[config.mk]
export PLATFORM = sky130hd
export DESIGN_NAME = ultrasonic_ranger
export DESIGN_NICKNAME = d
export VERILOG_FILES = /design/src/rtl/ranger_pkg.sv /design/src/rtl/echo_sync.sv /design/src/rtl/ultrasonic_ranger.sv
export SDC_FILE = /design/constraint.sdc
export NUM_CORES = 1
export LEC_CHECK = 0
export CORE_MARGIN = 2
export CORE_UTILIZATION = 46
export CTS_BUF_LIST = sky130_fd_sc_hd__clkbuf_8
export DETAILED_ROUTE_END_ITERATION = 10
export SYNTH_ARGS = -nofsm -noshare
export SYNTH_HDL_FRONTEND = slang
export SYNTH_SLANG_ARGS = --single-unit
[constraint.sdc]
create_clock -name clk -period 2.6 [get_ports clk]
set_input_delay 0.52 -clock clk [delete_from_list [all_inputs] [get_ports clk]]
set_output_delay 0.52 -clock clk [all_outputs]
set_load 0.005 [all_outputs]
[src/rtl/ranger_pkg.sv]
// Shared types and default timing for the parking-sensor ranging chain.
package ranger_pkg;

  typedef enum logic [1:0] {
    IDLE      = 2'd0,
    TRIG      = 2'd1,
    WAIT_RISE = 2'd2,
    MEASURE   = 2'd3
  } state_t;

  // Reported when no echo arrived in time; downstream treats it as silent.
  localparam logic [11:0] DST_INVALID = 12'hFFF;

  // Defaults for a 50 MHz clock; the downstream stage derives its distance
  // thresholds from the same values.
  localparam int          TRIG_CYCLES_DEF   = 500;      // 10 us
  localparam int          CM_CYCLES_DEF     = 2900;     // 58 us per cm
  localparam int          PERIOD_CYCLES_DEF = 3000000;  // 60 ms
  localparam logic [11:0] MAX_CM_DEF        = 12'd1000;

endpackage

[src/rtl/echo_sync.sv]
// Brings the asynchronous echo pin into the clk domain and flags its edges.
module echo_sync (
  input  logic clk,
  input  logic rst,
  input  logic echo,
  output logic echo_s,
  output logic rise,
  output logic fall
);

  logic meta;
  logic echo_d;

  // Two-flop synchroniser followed by one delay stage for edge detection.
  always_ff @(posedge clk or posedge rst) begin
    if (rst) begin
      meta   <= 1'b0;
      echo_s <= 1'b0;
      echo_d <= 1'b0;
    end else begin
      meta   <= echo;
      echo_s <= meta;
      echo_d <= echo_s;
    end
  end

  assign rise = echo_s & ~echo_d;
  assign fall = ~echo_s & echo_d;

endmodule

[src/rtl/ultrasonic_ranger.sv]
// Periodically triggers an HC-SR04-style sensor and converts the echo pulse
// width into centimetres using a cycles-per-cm prescaler (no divider).
module ultrasonic_ranger
  import ranger_pkg::*;
#(
  parameter int          TRIG_CYCLES   = TRIG_CYCLES_DEF,
  parameter int          CM_CYCLES     = CM_CYCLES_DEF,
  parameter int          PERIOD_CYCLES = PERIOD_CYCLES_DEF,
  parameter logic [11:0] MAX_CM        = MAX_CM_DEF
) (
  input  logic        clk,
  input  logic        rst,
  input  logic        echo,
  output logic        trig,
  output logic [11:0] binary_dst,
  output logic        dst_valid,
  output logic        timeout
);

  localparam logic [21:0] TRIG_LIM = 22'(TRIG_CYCLES);
  localparam logic [21:0] PER_LAST = 22'(PERIOD_CYCLES - 1);
  localparam logic [11:0] CM_LAST  = 12'(CM_CYCLES - 1);

  logic        echo_s;
  logic        rise;
  logic        fall;

  state_t      state;
  state_t      state_nxt;
  logic [21:0] pcnt;
  logic [11:0] presc;
  logic [11:0] cm;
  logic [11:0] cm_step;
  logic        presc_wrap;
  logic        period_end;

  logic        trig_nxt;
  logic        meas_clr;
  logic        meas_run;
  logic        load;
  logic [11:0] load_dst;
  logic        load_to;

  echo_sync u_sync (
    .clk    (clk),
    .rst    (rst),
    .echo   (echo),
    .echo_s (echo_s),
    .rise   (rise),
    .fall   (fall)
  );

  assign period_end = (pcnt == PER_LAST);
  assign presc_wrap = (presc == CM_LAST);
  // cm value after this cycle's prescaler step; the fall cycle itself still
  // counts toward the width, so the result loads this rather than cm.
  assign cm_step    = (presc_wrap && cm != MAX_CM) ? cm + 12'd1 : cm;

  // Free-running period counter; one trigger per wrap.
  always_ff @(posedge clk or posedge rst) begin
    if (rst) pcnt <= '0;
    else     pcnt <= period_end ? '0 : pcnt + 22'd1;
  end

  // State register.
  always_ff @(posedge clk or posedge rst) begin
    if (rst) state <= IDLE;
    else     state <= state_nxt;
  end

  // Next state and per-cycle control; timeout wins over a same-cycle fall.
  always_comb begin
    state_nxt = state;
    trig_nxt  = 1'b0;
    meas_clr  = 1'b0;
    meas_run  = 1'b0;
    load      = 1'b0;
    load_dst  = cm_step;
    load_to   = 1'b0;
    case (state)
      IDLE: begin
        if (pcnt == '0) begin
          state_nxt = TRIG;
          trig_nxt  = 1'b1;
        end
      end
      TRIG: begin
        if (pcnt < TRIG_LIM) trig_nxt = 1'b1;
        else                 state_nxt = WAIT_RISE;
      end
      WAIT_RISE: begin
        if (period_end) begin
          load      = 1'b1;
          load_dst  = DST_INVALID;
          load_to   = 1'b1;
          state_nxt = IDLE;
        end else if (rise) begin
          meas_clr  = 1'b1;
          state_nxt = MEASURE;
        end
      end
      MEASURE: begin
        meas_run = 1'b1;
        if (period_end) begin
          load      = 1'b1;
          load_dst  = DST_INVALID;
          load_to   = 1'b1;
          state_nxt = IDLE;
        end else if (fall) begin
          load      = 1'b1;
          state_nxt = IDLE;
        end
      end
      default: state_nxt = IDLE;
    endcase
  end

  // Prescaler divides echo-high time into whole centimetres, saturating.
  always_ff @(posedge clk or posedge rst) begin
    if (rst) begin
      presc <= '0;
      cm    <= '0;
    end else if (meas_clr) begin
      presc <= '0;
      cm    <= '0;
    end else if (meas_run) begin
      presc <= presc_wrap ? '0 : presc + 12'd1;
      cm    <= cm_step;
    end
  end

  // Registered outputs; binary_dst and timeout hold between updates.
  always_ff @(posedge clk or posedge rst) begin
    if (rst) begin
      trig       <= 1'b0;
      binary_dst <= DST_INVALID;
      dst_valid  <= 1'b0;
      timeout    <= 1'b0;
    end else begin
      trig      <= trig_nxt;
      dst_valid <= load;
      if (load) begin
        binary_dst <= load_dst;
        timeout    <= load_to;
      end
    end
  end

endmodule
Word level (Yosys, flattened, before mapping)
Cells that the tools add are included.
{ "word_totals": {"reg_bits": 66, "in_bits": 3, "out_inout_bits": 15} }
{ "classes": {"addsub": 3, "magnitude_cmp": 1, "eq_ne": 10, "n_mux": 28, "bitwise": 4, "n_reduce_logical": 6} }
{ "ops": {"columns": ["cell", "n"], "rows": [
  ["12-bit 2-to-1 mux", 8],
  ["12-bit by 1-bit adder with 12-bit output, second input constant", 2],
  ["22-bit by 1-bit adder with 22-bit output, second input constant", 1],
  ["22-bit equality test, second input constant", 1],
  ["22-bit zero test", 1],
  ["22-bit by 9-bit less-than comparator with 1-bit output, second input constant", 1],
  ["22-bit 2-to-1 mux", 1],
  ["12-bit equality test, second input constant", 1],
  ["2-bit 2-to-1 mux", 6],
  ["12-bit by 10-bit inequality test with 1-bit output, second input constant", 1],
  ["1-bit 2-to-1 mux", 10],
  ["2-bit one-hot mux with 4 select lines", 1],
  ["3-bit inequality test, second input constant", 2],
  ["2-bit equality test, second input constant", 2],
  ["2-bit inequality test, second input constant", 2],
  ["1-bit one-hot mux with 2 select lines", 2],
  ["4-bit AND reduction", 1],
  ["1-bit bitwise AND", 2],
  ["2-bit by 1-bit equality test with 1-bit output, second input constant", 1],
  ["2-bit zero test", 1],
  ["1-bit NOT", 2],
  ["2-bit nonzero test", 1],
  ["2-bit OR reduction", 1],
  ["1-bit logical AND", 1]
]} }

Depth between registers and ports, before layout
{ "depth": {"depth_word": 6, "ltp_mapped": 9, "depth_no_buf": 7} }

Cells and area by module
A second synthesis with hierarchy kept.
{ "unflattened": {"hier_cells": 364, "hier_area_um2": 3460.8} }
{ "modules_own_cells": {"columns": ["module", "n_inst", "cells_per_inst", "area_per_inst_um2", "seq_area_each_um2"], "rows": [
  ["ultrasonic_ranger", 1, 358, 3367.0, 1591.5],
  ["echo_sync", 1, 6, 93.8, 75.1]
]} }

Least setup slack after synthesis
No wires, ideal clock.
{ "synth_timing": {"path_type": "reg-to-reg", "start": "register pcnt[12]", "end": "register binary_dst[4]", "t_arrival_ps": 1843, "path_slack_ps": 676, "path_stages_with_launch": 8, "n_path_buf": 2, "period_less_slack_ps": 1924, "path_cell_list": "dfrtp_1 > or4_4 > nor4_4 > and3_1 > buf_6 > buf_12 > o21ai_1 > o211ai_1"} }
{ "synth_between": {"elab_chain_cells": 3, "word_cells_on_any_way": 6, "classes_between": "eq/ne: 1; mux: 5"} }
{ "synth_lines": {"columns": ["element", "line_no", "source"], "rows": [
  ["start, declared", "ultrasonic_ranger.sv:30", "logic [21:0] pcnt;"],
  ["start signal, assigned", "ultrasonic_ranger.sv:62", "else pcnt <= period_end ? '0 : pcnt + 22'd1;"],
  ["22-bit equality test *", "ultrasonic_ranger.sv:53", "assign period_end = (pcnt == PER_LAST);"],
  ["1-bit 2-to-1 mux (tied with other cells)", "ultrasonic_ranger.sv:104", "if (period_end) begin"],
  ["1-bit one-hot mux with 2 select lines / 12-bit 2-to-1 mux (equally long branches)", null, null],
  ["end signal, assigned", "ultrasonic_ranger.sv:143", "binary_dst <= load_dst;"],
  ["end, declared", "ultrasonic_ranger.sv:15", "output logic [11:0] binary_dst,"]
]} }
Every way passes the cells marked *; elsewhere a longest branch is shown, timed or not.
A chain may end at the register's enable or synchronous reset.

Worst setup path after layout
{ "layout_timing": {"start": "register pcnt[12]", "end": "register presc[6]"} }
{ "layout_between": {"elab_chain_cells": 4, "word_cells_on_any_way": 5, "classes_between": "eq/ne: 1; mux: 3; reduce/logical: 1"} }
{ "layout_lines": {"columns": ["element", "line_no", "source"], "rows": [
  ["22-bit equality test *", "ultrasonic_ranger.sv:53", null],
  ["1-bit 2-to-1 mux *", "ultrasonic_ranger.sv:92", "if (period_end) begin"],
  ["1-bit 2-to-1 mux *", "ultrasonic_ranger.sv:80", "case (state)"],
  ["12-bit 2-to-1 mux / 2-bit nonzero test (equally long branches)", null, null],
  ["end signal, assigned", "ultrasonic_ranger.sv:127", "presc <= presc_wrap ? '0 : presc + 12'd1;"],
  ["end, declared", "ultrasonic_ranger.sv:31", "logic [11:0] presc;"]
]} }
Marks and branches as above.

==> summary.log <==
[run_status] result of the run complete, no violations
[final_layout] area growth from synthesis to layout 13.8%
[run] number of maximum-capacitance constraint violations 0
[clock_tree] root buffer cell clkbuf_8
[power_and_ir_drop] fraction of power consumed by the clock network 0.471
[sta] final-report setup violation count 0
[clock_tree] maximum buffer depth of the clock tree 2
[final_layout] share of cells above drive strength 1 0.123
[routing] 1st-pass router iterations 4
[worst_setup_path] kind of capture point of the worst setup path flip-flop
[grt] pin count of the biggest net entering global routing 67
[placement] half-perimeter wire length of the detailed placement result 5160 microns
[power_and_ir_drop] Sw Pwr 405 uW
[clock_tree] clock tree from TritonCTS yes
[clock_tree] Post-CTS Hold Fix Bufs 0
[power_and_ir_drop] internal power 1600 uW
[synth] total number of yosys warnings 0
[clock_tree] depth of the CTS H-tree 3
[placement] Buffers on Ports 17
[routing] detailed-route vias per instance 5.57
[power_and_ir_drop] sequential fraction of design power 0.515
[synth] post-synthesis sequential element count 66
[worst_setup_path] worst setup path class flip-flop to flip-flop
[clock_tree] number of clock buffers inserted by TritonCTS 9
[power_and_ir_drop] fraction of power consumed by combinational cells 0.014
[clock_tree] total of cells resized after clock tree synthesis 0
[synth] synthesized net count 374
[routing] DRC 0
[power_and_ir_drop] total power per unit cell area 500 nW/um^2
[sta] worst relative slew slack 0.531
[power_and_ir_drop] VDD IR-drop max 0.231 mV
[routing] post-DR wirelength/cell 14.8 microns
[clock_tree] number of post-CTS setup repair buffers 0
[power_and_ir_drop] static power due to leakage 0.00166 uW
[synth] sequential share of the synthesized area 0.474
[synth] number of different library cells in the post-synthesis netlist 58
[floorplanning] standard cell core area 7330 sq um
[sta] unrepaired setup endpoints after global routing false
[floorplanning] io pins 18
[min_path] type of the most critical hold path flip-flop to flip-flop
[synth] commonest register cell after synthesis dfrtp_1
[floorplanning] die span in x 91.4 microns
[final_layout] Nets 394
[synth] mapped cell area 3520 sq um
[sta] clock period minus final worst setup slack 2.18 ns
[sta] final hold violation count 0
[routing] DR iter-0 viols 137
[routing] ANT nets after route 0
[synth] mean post-synth cell area 9.61 sq um
[worst_setup_path] element type at the critical path start flip-flop
[clock_tree] clock sink count 66
[worst_setup_path] required time reported for the critical path endpoint 2.88 ns
[floorplanning] die height 91.4 microns
[power_and_ir_drop] net switching fraction of the power 0.203
[floorplanning] total die area 8360 sq um
[sta] Fin Setup TNS 0 ns
[routing] number of vias in the routed layout 2731
[final_layout] antenna fix cells 0
[clock_tree] Clock Pin Slew Worst Setup and Hold Paths 0.07 ns
[grt] via count of the first global-routing pass 2562
[worst_setup_path] highest fanout seen on the critical path 5
[grt] wire length of the first global-routing pass 12500 microns
[sta] fmax 459 MHz
[synth] number of enable flip-flop cells after synthesis 0
[floorplanning] Starting Density 0.480
[placement] Setup Slack @ Placement 0.466 ns
[placement] weighted congestion at the end of routability-driven global placement 0.802
[sta] Worst Max-Slew Pin Slew 0.697 ns
[clock_tree] clk_lat worst skew 0.34 ns
[synth] post-synthesis async set-or-reset flop share 1.00
[grt] number of antenna violations at the first check in global routing 0
[sta] period utilization 0.838
[synth] cell count after synthesis 366
[routing] total wirelength of the detailed-routed design 7270 microns
[grt] overall track demand over capacity in global routing 0.188
[sta] max-slew violation count 0
[floorplanning] row count 31
[worst_setup_path] worst endpoint data arrival time 2.46 ns
[sta] min setup slack post-route 0.421 ns
[grt] Overflow after GRT 0
[sta] Clock Skew 0.0108 ns
[power by group through the flow]
| stage | registers, uW | clock network, uW | logic, uW |
|---|---|---|---|
| after floorplan | 1050 | 0 | 16.6 |
| after global routing | 1030 | 1020 | 33.7 |
| after detailed placement | 1050 | 0 | 30.2 |
| final | 1030 | 942 | 28.1 |
| after global placement | 1050 | 0 | 30.3 |
| after CTS | 1030 | 961 | 30.4 |
[critical path, cell delays in order (launching register included)]
cell and delay, ns:
dfrtp_1 0.42, or4_4 0.56, nor4_4 0.35, nand3_1 0.27, a41oi_2 0.35, a31o_1 0.17
[cell usage after synthesis, types with 2 or more instances]
cell type / count / area, sq um
a21o_1: 2 / 15.0
a21oi_1: 7 / 35.0
a31o_1: 3 / 26.3
a31oi_1: 12 / 75.1
and2_0: 2 / 12.5
and2_1: 3 / 18.8
and3_1: 7 / 43.8
and4_1: 4 / 35.0
buf_2: 6 / 30.0
buf_6: 3 / 33.8
clkbuf_1: 8 / 30.0
dfrtp_1: 54 / 1350
dfstp_2: 12 / 315
ha_1: 5 / 62.6
inv_1: 15 / 56.3
nand2_1: 27 / 101
nand2b_1: 2 / 12.5
nand3_1: 22 / 110
nand4_1: 8 / 50.1
nor2_1: 31 / 116
nor2b_1: 2 / 12.5
nor3_1: 14 / 70.1
nor4_1: 5 / 31.3
o211ai_1: 8 / 60.1
o21a_1: 2 / 15.0
o21ai_0: 16 / 80.1
o21ai_1: 15 / 75.1
o21ai_2: 3 / 26.3
o31ai_1: 5 / 37.5
o32a_1: 2 / 20.0
or2_2: 2 / 12.5
or3_1: 5 / 31.3
or4_1: 2 / 15.0
xnor2_1: 15 / 131
xor2_1: 14 / 123
[worst paths after layout]
check / from / endpoint / slack [ns] / cells after the start
min: u_sync.meta$_DFF_PP0_ / u_sync.echo_s$_DFF_PP0_ / 0.38 / 0
max reg2reg: pcnt[12]$_DFF_PP0_ / presc[6]$_DFFE_PP0P_ / 0.42 / 5
max: pcnt[12]$_DFF_PP0_ / presc[6]$_DFFE_PP0P_ / 0.42 / 5
min reg2reg: u_sync.meta$_DFF_PP0_ / u_sync.echo_s$_DFF_PP0_ / 0.38 / 0
max in group asynchronous: rst / binary_dst[10]$_DFFE_PP1P_ / 1.71 / 3
min in group asynchronous: rst / pcnt[9]$_DFF_PP0_ / 0.56 / 3
[layer usage]
layer,vias to the layer above,share of wire,track usage
met5,-,0,0
met1,1308,0.52,0.273
li1,1364,-,-
met4,0,0.012,0.0669
met3,8,0.032,0.0373
met2,51,0.44,0.279
[sequential cells by signal, indices dropped and copies added, names as in the netlist]
| name | count |
|---|---|
| binary_dst | 12 |
| cm | 12 |
| dst_valid | 1 |
| pcnt | 22 |
| presc | 12 |
| state | 2 |
| timeout | 1 |
| trig | 1 |
| u_sync.echo_d | 1 |
| u_sync.echo_s | 1 |
| u_sync.meta | 1 |
[layout make-up]
| class | count | area, sq um |
|---|---|---|
| fillers | 648 | 3330 |
| multi-input cells | 266 | 1670 |
| flip-flops and latches | 66 | 1670 |
| repair buffers | 28 | 265 |
| clock buffers | 10 | 138 |
| well taps | 99 | 124 |
| clock inverters | 6 | 81.3 |
| inverters | 15 | 56.3 |
[stage by stage]
step	hold WS, ns	instance area [sq um]	util	total power, uW	cells
final	0.379	4000	0.546	2000	490
after global routing	0.407	4000	0.546	2080	490
after CTS	0.383	4000	0.546	2020	490
after detailed placement	0.355	3780	0.516	1080	474
after global placement	0.333	3780	0.516	1080	474
after floorplan	0.331	3520	-	1070	366
[cells by family after synthesis]
family                   synth area share
AO/OA/AOI/OAI                       0.161
XOR/XNOR                           0.0722
adder cells (fa/ha/maj)            0.0178
buffers and inverters              0.0505
flip-flops                          0.474
multiplexers                      0.00285
AND/OR/NAND/NOR                     0.222
[layout by cell type, fill, tap and decap left out, drive strengths merged, types with 3 or more instances in the layout]
master         count
ha                 5
xor2              14
dfstp             12
nand2             27
o31ai              5
a31oi             12
nor3              15
or4                3
buf               11
and3               7
o211ai             8
nor2              31
nor4               6
and2               5
clkdlybuf4s50     17
nand4              8
dfrtp             54
a21oi              7
and4               4
or3                5
clkbuf            10
inv               16
xnor2             15
a31o               3
nand3             22
o21ai             34
No activity file was read; power rests on OpenSTA's default activity.
